`src/rtl/pipe_stages_pkg.sv`:
```
// Shared types for the pipe_stages block: how the stage enables are derived.
package pipe_stages_pkg;

    typedef enum logic {
        ADV_LOCKSTEP = 1'b0,
        ADV_COLLAPSE = 1'b1
    } adv_mode_e;

    function automatic adv_mode_e adv_mode(input int collapse);
        return (collapse != 0) ? ADV_COLLAPSE : ADV_LOCKSTEP;
    endfunction

endpackage

```
`src/rtl/pipe_stages_stage.sv`:
```
// One pipeline slot: valid bit plus payload with load enable and synchronous clear.
module pipe_stage
    import pipe_stages_pkg::*;
#(
    parameter int WIDTH = 8
) (
    input  logic             clk,
    input  logic             reset,
    input  logic             clr_i,
    input  logic             en_i,
    input  logic             v_i,
    input  logic [WIDTH-1:0] d_i,
    output logic             v_o,
    output logic [WIDTH-1:0] d_o
);

    logic             v_q, v_d;
    logic [WIDTH-1:0] d_q, d_d;

    // Clear only drops the valid bit; the payload is left as-is.
    always_comb begin
        v_d = v_q;
        d_d = d_q;
        if (clr_i) begin
            v_d = 1'b0;
        end else if (en_i) begin
            v_d = v_i;
            d_d = d_i;
        end
    end

    always_ff @(posedge clk) begin
        if (reset) begin
            v_q <= 1'b0;
            d_q <= '0;
        end else begin
            v_q <= v_d;
            d_q <= d_d;
        end
    end

    assign v_o = v_q;
    assign d_o = d_q;

endmodule

```
`src/rtl/pipe_stages.sv`:
```
// Handshaked register pipeline of DEPTH stages, with optional bubble collapse
// while the output is stalled.
module pipe_stages
    import pipe_stages_pkg::*;
#(
    parameter int WIDTH    = 8,
    parameter int DEPTH    = 3,
    parameter int COLLAPSE = 1
) (
    input  logic                       clk,
    input  logic                       reset,
    input  logic                       flush,
    input  logic                       in_valid,
    output logic                       in_ready,
    input  logic [WIDTH-1:0]           in_data,
    output logic                       out_valid,
    input  logic                       out_ready,
    output logic [WIDTH-1:0]           out_data,
    output logic [$clog2(DEPTH+1)-1:0] occupancy
);

    localparam int        OCC_W = $clog2(DEPTH + 1);
    localparam adv_mode_e MODE  = adv_mode(COLLAPSE);

    logic [DEPTH-1:0] v;
    logic [DEPTH-1:0] v_up;
    logic [DEPTH-1:0] v_next;
    logic [DEPTH-1:0] en;
    logic [DEPTH:0]   rdy;
    logic             adv;
    logic [WIDTH-1:0] d    [DEPTH];
    logic [WIDTH-1:0] d_up [DEPTH];
    logic [OCC_W-1:0] occ_q, occ_d;

    function automatic logic [OCC_W-1:0] popcount(input logic [DEPTH-1:0] bits);
        logic [OCC_W-1:0] cnt;
        cnt = '0;
        for (int i = 0; i < DEPTH; i++) begin
            cnt = cnt + OCC_W'(bits[i]);
        end
        return cnt;
    endfunction

    // A stage can take new data if it is empty or its content moves on this cycle.
    always_comb begin
        rdy        = '0;
        rdy[DEPTH] = out_ready;
        for (int i = DEPTH - 1; i >= 0; i--) begin
            rdy[i] = ~v[i] | rdy[i+1];
        end
    end

    assign adv = out_ready | ~v[DEPTH-1];

    always_comb begin
        en = '0;
        for (int i = 0; i < DEPTH; i++) begin
            en[i] = (MODE == ADV_COLLAPSE) ? rdy[i] : adv;
        end
    end

    assign in_ready = (MODE == ADV_COLLAPSE) ? rdy[0] : adv;

    for (genvar i = 0; i < DEPTH; i++) begin : g_stage
        if (i == 0) begin : g_head
            assign v_up[i] = in_valid;
            assign d_up[i] = in_data;
        end else begin : g_body
            assign v_up[i] = v[i-1];
            assign d_up[i] = d[i-1];
        end

        pipe_stage #(
            .WIDTH(WIDTH)
        ) u_stage (
            .clk   (clk),
            .reset (reset),
            .clr_i (flush),
            .en_i  (en[i]),
            .v_i   (v_up[i]),
            .d_i   (d_up[i]),
            .v_o   (v[i]),
            .d_o   (d[i])
        );
    end

    // Occupancy tracks the valid bits the stages will hold after this edge.
    always_comb begin
        v_next = v;
        if (flush) begin
            v_next = '0;
        end else begin
            for (int i = 0; i < DEPTH; i++) begin
                if (en[i]) v_next[i] = v_up[i];
            end
        end
        occ_d = popcount(v_next);
    end

    always_ff @(posedge clk) begin
        if (reset) begin
            occ_q <= '0;
        end else begin
            occ_q <= occ_d;
        end
    end

    assign out_valid = v[DEPTH-1];
    assign out_data  = d[DEPTH-1];
    assign occupancy = occ_q;

endmodule

```
`config.mk`:
```
export PLATFORM = sky130hd
export DESIGN_NAME = pipe_stages
export DESIGN_NICKNAME = d
export VERILOG_FILES = /design/src/rtl/pipe_stages_pkg.sv /design/src/rtl/pipe_stages_stage.sv /design/src/rtl/pipe_stages.sv
export SDC_FILE = /design/constraint.sdc
export NUM_CORES = 1
export LEC_CHECK = 0
export ABC_CLOCK_PERIOD_IN_PS = 1400
export CORE_MARGIN = 1.5
export CORE_UTILIZATION = 45
export CTS_CLUSTER_DIAMETER = 150
export DETAILED_ROUTE_END_ITERATION = 16
export PLACE_DENSITY = 0.74
export SKIP_CTS_REPAIR_TIMING = 1
export SYNTH_ARGS = -nofsm -noshare
export SYNTH_HDL_FRONTEND = slang
export SYNTH_SLANG_ARGS = --single-unit
```
`constraint.sdc`:
```
create_clock -name clk -period 1.4 [get_ports clk]
set_input_delay 0.21 -clock clk [delete_from_list [all_inputs] [get_ports clk]]
set_output_delay 0.21 -clock clk [all_outputs]
set_load 0.02 [all_outputs]
```
==> results of run 1 <==
-- routing by layer --
| layer | share of wire [%] | vias to the layer above |
|---|---|---|
| met2 | 48 | 24 |
| met3 | 4.8 | 5 |
| met5 | 0 | - |
| met1 | 45 | 410 |
| li1 | - | 473 |
| met4 | 1.9 | 0 |
-- sequential cells by signal, summed over array words and instances, names as in the netlist --
signal / flops
occupancy: 2
g_stage.u_stage.d_o: 24
g_stage.u_stage.v_o: 3
-- per-stage QoR --
stage | power, mW | hold slack, ps | worst slack (ps) | utilization, % | cell area [sq um]
detailed placement | 1.069 | 469.4 | -411.9 | 60.87 | 1563
global placement | 1.062 | 463.1 | -346.1 | 60.87 | 1563
floorplan | 0.9843 | 365.7 | -152.6 | - | 1266
finish | 1.547 | 440.6 | -133.9 | 64.77 | 1663
global route | 1.616 | 444.0 | -176.6 | 64.77 | 1663
CTS | 1.561 | 427.7 | -349.0 | 62.96 | 1617
-- critical path, stage by stage, from the launching register on --
cell     delay, ps
dfxtp_4        360
nor2b_4        240
a21oi_2        110
nor2_2         140
fa_1           440
nor2b_1        150
-- where the power goes --
group | switching (mW) | total, mW | internal (mW)
logic | 0.0796 | 0.187 | 0.107
clock network | 0.303 | 0.494 | 0.191
registers | 0.0143 | 0.867 | 0.853
total | 0.397 | 1.55 | 1.15
-- cells in the mapped netlist --
cell type,number
nor2b_4,1
nor2_1,4
inv_1,1
nor2b_1,2
buf_4,9
buf_1,1
o21ai_0,8
clkbuf_2,1
dfxtp_1,29
a31oi_1,1
clkbuf_1,1
a31oi_4,1
fa_1,1
a21oi_1,9
nand3_1,9
buf_2,5
a21oi_4,1
nor3_1,3
nand2b_1,25
mux2i_1,16
-- final timing paths --
check                             from  cells past startpoint                         to
min                         in_data[1]                      3  g_stage[0].u_stage.d_o[1]
min reg2reg  g_stage[2].u_stage.d_o[0]                      2  g_stage[2].u_stage.d_o[0]
max             g_stage[2].u_stage.v_o                      5               occupancy[0]
max reg2reg     g_stage[2].u_stage.v_o                      5               occupancy[0]
-- placed cells by master, fill, tap and decap left out, types with 2 or more instances in the layout --
| cell type | synthesis | layout |
|---|---|---|
| nand3_1 | 9 | 9 |
| a21oi_1 | 9 | 8 |
| o21ai_0 | 8 | 8 |
| buf_12 | 0 | 3 |
| dfxtp_1 | 29 | 28 |
| clkbuf_4 | 0 | 5 |
| dlymetal6s2s_1 | 0 | 11 |
| a31oi_4 | 1 | 2 |
| nor3_1 | 3 | 3 |
| nor2_2 | 0 | 3 |
| clkinv_2 | 0 | 2 |
| nand2b_1 | 25 | 25 |
| nor2b_1 | 2 | 2 |
| clkdlybuf4s50_1 | 0 | 12 |
| mux2i_1 | 16 | 16 |
| buf_4 | 9 | 9 |
-- cell families after synthesis --
kind of cell	share of synthesized area [%]
AOI/OAI and AO/OA	10.26
buffers and inverters	8.663
and+or+nand+nor	20.52
DFF	46.22
muxes	12.75
adders and majority gates	1.594
-- area by class of cell --
class	count	area, sq um	area share (%)
Clock buffer	5	37.54	2.257
Clock inverter	3	16.27	0.9782
Inverter	1	3.754	0.2257
Multi-Input combinational cell	81	593.1	35.67
Sequential cell	29	584.3	35.14
Tap cell	30	37.54	2.257
Timing Repair Buffer	36	390.4	23.48
==> reports/results.ini, run 1 <==
[status]
status = finished, violations left
violations = negative setup slack

[routing]
via_count = 912
final_antenna_net_count = 0
wl_microns = 2464
drc = 0
via_per_inst = 4.930
drt-initial-drc-count = 11
drt_first_pass_iters = 4
wire_per_inst_microns = 13.32

[timing]
finalCriticalPeriod_ps = 1534
slew_headroom_pct = 81.04
hold_viol_final = 0
setup_viol = 2
rsz0062_at_grt = yes
timing.fmax_mhz = 651.9
worstMarginPinSlew_ps = 284.0
slew_violations = 0
setup_ws_ps = -133.9
skew_ps = 8.612
period_share_pct = 109.6
tns_ps = -144.1

[grt]
overflow = 0
grt_use_met2_pct = 24.49
grt_max_degree = 38
busiest_layer = met2
grt_pass1_wl_microns = 3795
met1_usage_pct = 19.05
grtUsageMet3_pct = 6.512
track_usage_pct = 15.77
grt_pass1_vias = 829
antenna_found_initial = 0

[placed_design]
portBuffers = 24
routabilityCongestion = 0.7533
place_inst = 177
dp_hpwl_microns = 1653

[yosys]
syn-instance-count = 128
syn_area_per_cell_sq_um = 9.814
ys_seq_elements = 29
synth_cell_types = 20
syn_nets = 142
synth-warning-count = 0
yosys.area.top_type = dfxtp_1
syn_area_sq_um = 1256
synthTopCellsByArea = dfxtp_1 46%, mux2i_1 13%, nand2b_1 12%, buf_4 5.4%, a21oi_1 3.6%
yosysSeqAreaShare_pct = 46.22
synth.top_cell.area_share_pct = 46.22

[finish]
areaGrowthSynthToFinish_pct = 32.37
final_cells = 185
drive_gt1_share_pct = 19.35
n_antenna_cell = 0
layout.nets = 168
nFillCells = 225

[clocking]
cts_tree = built
cts_buffer_depth = 2
cts_sinks = 29
htreeDepth = 2
worstSkewPairLatency_ps = 330
cts-root-buf = clkbuf_4
cts_buffers = 5
clkTransAtPathRegs_ps = 100

[critical_path]
cp-end-kind = flop
crit_arrival_ps = 1760
rrSetupSlack_ps = -130
worstPathMaxFanout = 6
setup.worst_path.class = reg2reg
cp.required_ps = 1630
start_kind = flop

[floorplan]
core-area_sq_um = 2567
rows = 18
dieArea_sq_um = 3118
die_y_microns = 55.84
die_w_microns = 55.84
initial_core_util_pct = 48.93
ios = 25

[min_path]
hp-class = in2reg

[pwr]
irDropWorstVdd_uv = 728.8
total_leakage_power_nw = 0.8276
powerDensity_nw_per_um2 = 930.5

[flow_run]
drv_cap = 0

Note: power is estimated with default switching activity, not from simulation.
==> run 2: changes to the inputs <==
CORE_MARGIN = 2   (was 1.5)
==> reports/results.ini, run 2 (same netlist as run 1, synthesis figures left out) <==
[routing]
drt_first_pass_iters = 4
wl_met3_microns = 164
via_per_inst = 4.913
wl_met2_microns = 984
wl_met1_microns = 1055
drt-initial-drc-count = 25
drc = 0
wl_microns = 2212
via_count = 904
wire_per_inst_microns = 12.02
final_antenna_net_count = 0
top_layer = met4

[timing]
period_share_pct = 109.7
timing.fmax_mhz = 651.0
hold_slack_ps = 449.5
rsz0062_at_grt = yes
finalCriticalPeriod_ps = 1536
tns_ps = -176.0
setup_ws_ps = -136.1
worstMarginPinSlew_ps = 275.9
hold_viol_final = 0
slew_headroom_pct = 81.58
skew_ps = 2.861
slew_violations = 0
setup_viol = 3

[placed_design]
routabilityCongestion = 0.7449
dp_hpwl_microns = 1490
portBuffers = 24
post-place-ws_ps = -399.8
place_inst = 175

[pwr]
total_leakage_power_nw = 0.8275
power.total_mw = 1.684
powerDensity_nw_per_um2 = 1005
irDropWorstVdd_uv = 719.8

[clocking]
cts-root-buf = clkbuf_4
worstSkewPairLatency_ps = 320
clkTransAtPathRegs_ps = 90
cts_buffers = 5
cts_sinks = 29
cts_buffer_depth = 2
htreeDepth = 2
cts_tree = built

[status]
violations = negative setup slack
status = finished, violations left

[floorplan]
ios = 25
initial_core_util_pct = 46.35
die_y_microns = 56.84
die_w_microns = 56.84
dieArea_sq_um = 3230
rows = 19
core-area_sq_um = 2710

[finish]
regArea_sq_um = 584.3
drive_gt1_share_pct = 17.65
largest_reg_flops = 24
areaGrowthSynthToFinish_pct = 33.37
most-common-layout-cells = 28 x dfxtp_1, 25 x nand2b_1, 16 x mux2i_1, 12 x clkdlybuf4s50_1, 11 x dlymetal6s2s_1
nFillCells = 227
final_cells = 184
multi_input_area_sq_um = 593.1
n_antenna_cell = 0
layout.nets = 166
final_common_cell = dfxtp_1

[grt]
grt_pass1_vias = 850
overflow = 0
grt_max_degree = 38
antenna_found_initial = 0
grt_pass1_wl_microns = 3629
track_usage_pct = 14.54

[critical_path]
worstPathMaxFanout = 6
cp-end-kind = flop
setup.worst_path.class = in2reg
start_kind = primary input
crit_arrival_ps = 1790
cp.required_ps = 1650

[flow_run]
drv_cap = 0

[min_path]
hp-class = in2reg

run 2: final timing paths:
kind | startpoint | to | slack, ps | cells after the start
max | out_ready | occupancy[0] | -140 | 6
min | in_data[6] | g_stage[0].u_stage.d_o[6] | 450 | 3
max reg2reg | g_stage[2].u_stage.v_o | occupancy[0] | -120 | 5
min reg2reg | g_stage[1].u_stage.d_o[6] | g_stage[2].u_stage.d_o[6] | 480 | 2
run 2: area by class of cell:
cell class,count,share of cell area [%]
repair buffers,34,22.40
clock buffers,8,4.780
multi-input cells,81,35.40
well taps,31,2.315
inverters,1,0.2240
flip-flops and latches,29,34.88
run 2: stage by stage:
| stage | area, sq um | utilization [%] |
|---|---|---|
| after global placement | 1541 | 56.88 |
| after detailed placement | 1541 | 56.88 |
| after CTS | 1622 | 59.83 |
| after floorplan | 1266 | - |
| final | 1675 | 61.82 |
| after global routing | 1675 | 61.82 |
run 2: critical path, cell delays in order:
cell             delay (ps)
clkdlybuf4s50_1         530
nor2b_4                  80
a31oi_4                 190
nor2_2                   70
fa_1                    550
nor2b_1                 150
run 2: routing by layer:
layer	vias up	track usage (%)
met2	29	21.10
met3	2	6.221
li1	473	-
met5	-	0
met1	400	19.05
met4	0	5.648
run 2: where the power goes:
part	switching, mW	internal, mW
Combinational	0.0777	0.105
Sequential	0.0134	0.853
Clock	0.280	0.355
Total	0.371	1.31
==> run 3: changes to the inputs <==
HOLD_SLACK_MARGIN = 0.02   (was default)
==> results of run 3 <==
No change in the layout: final DEF, timing and power equal those of run 2.
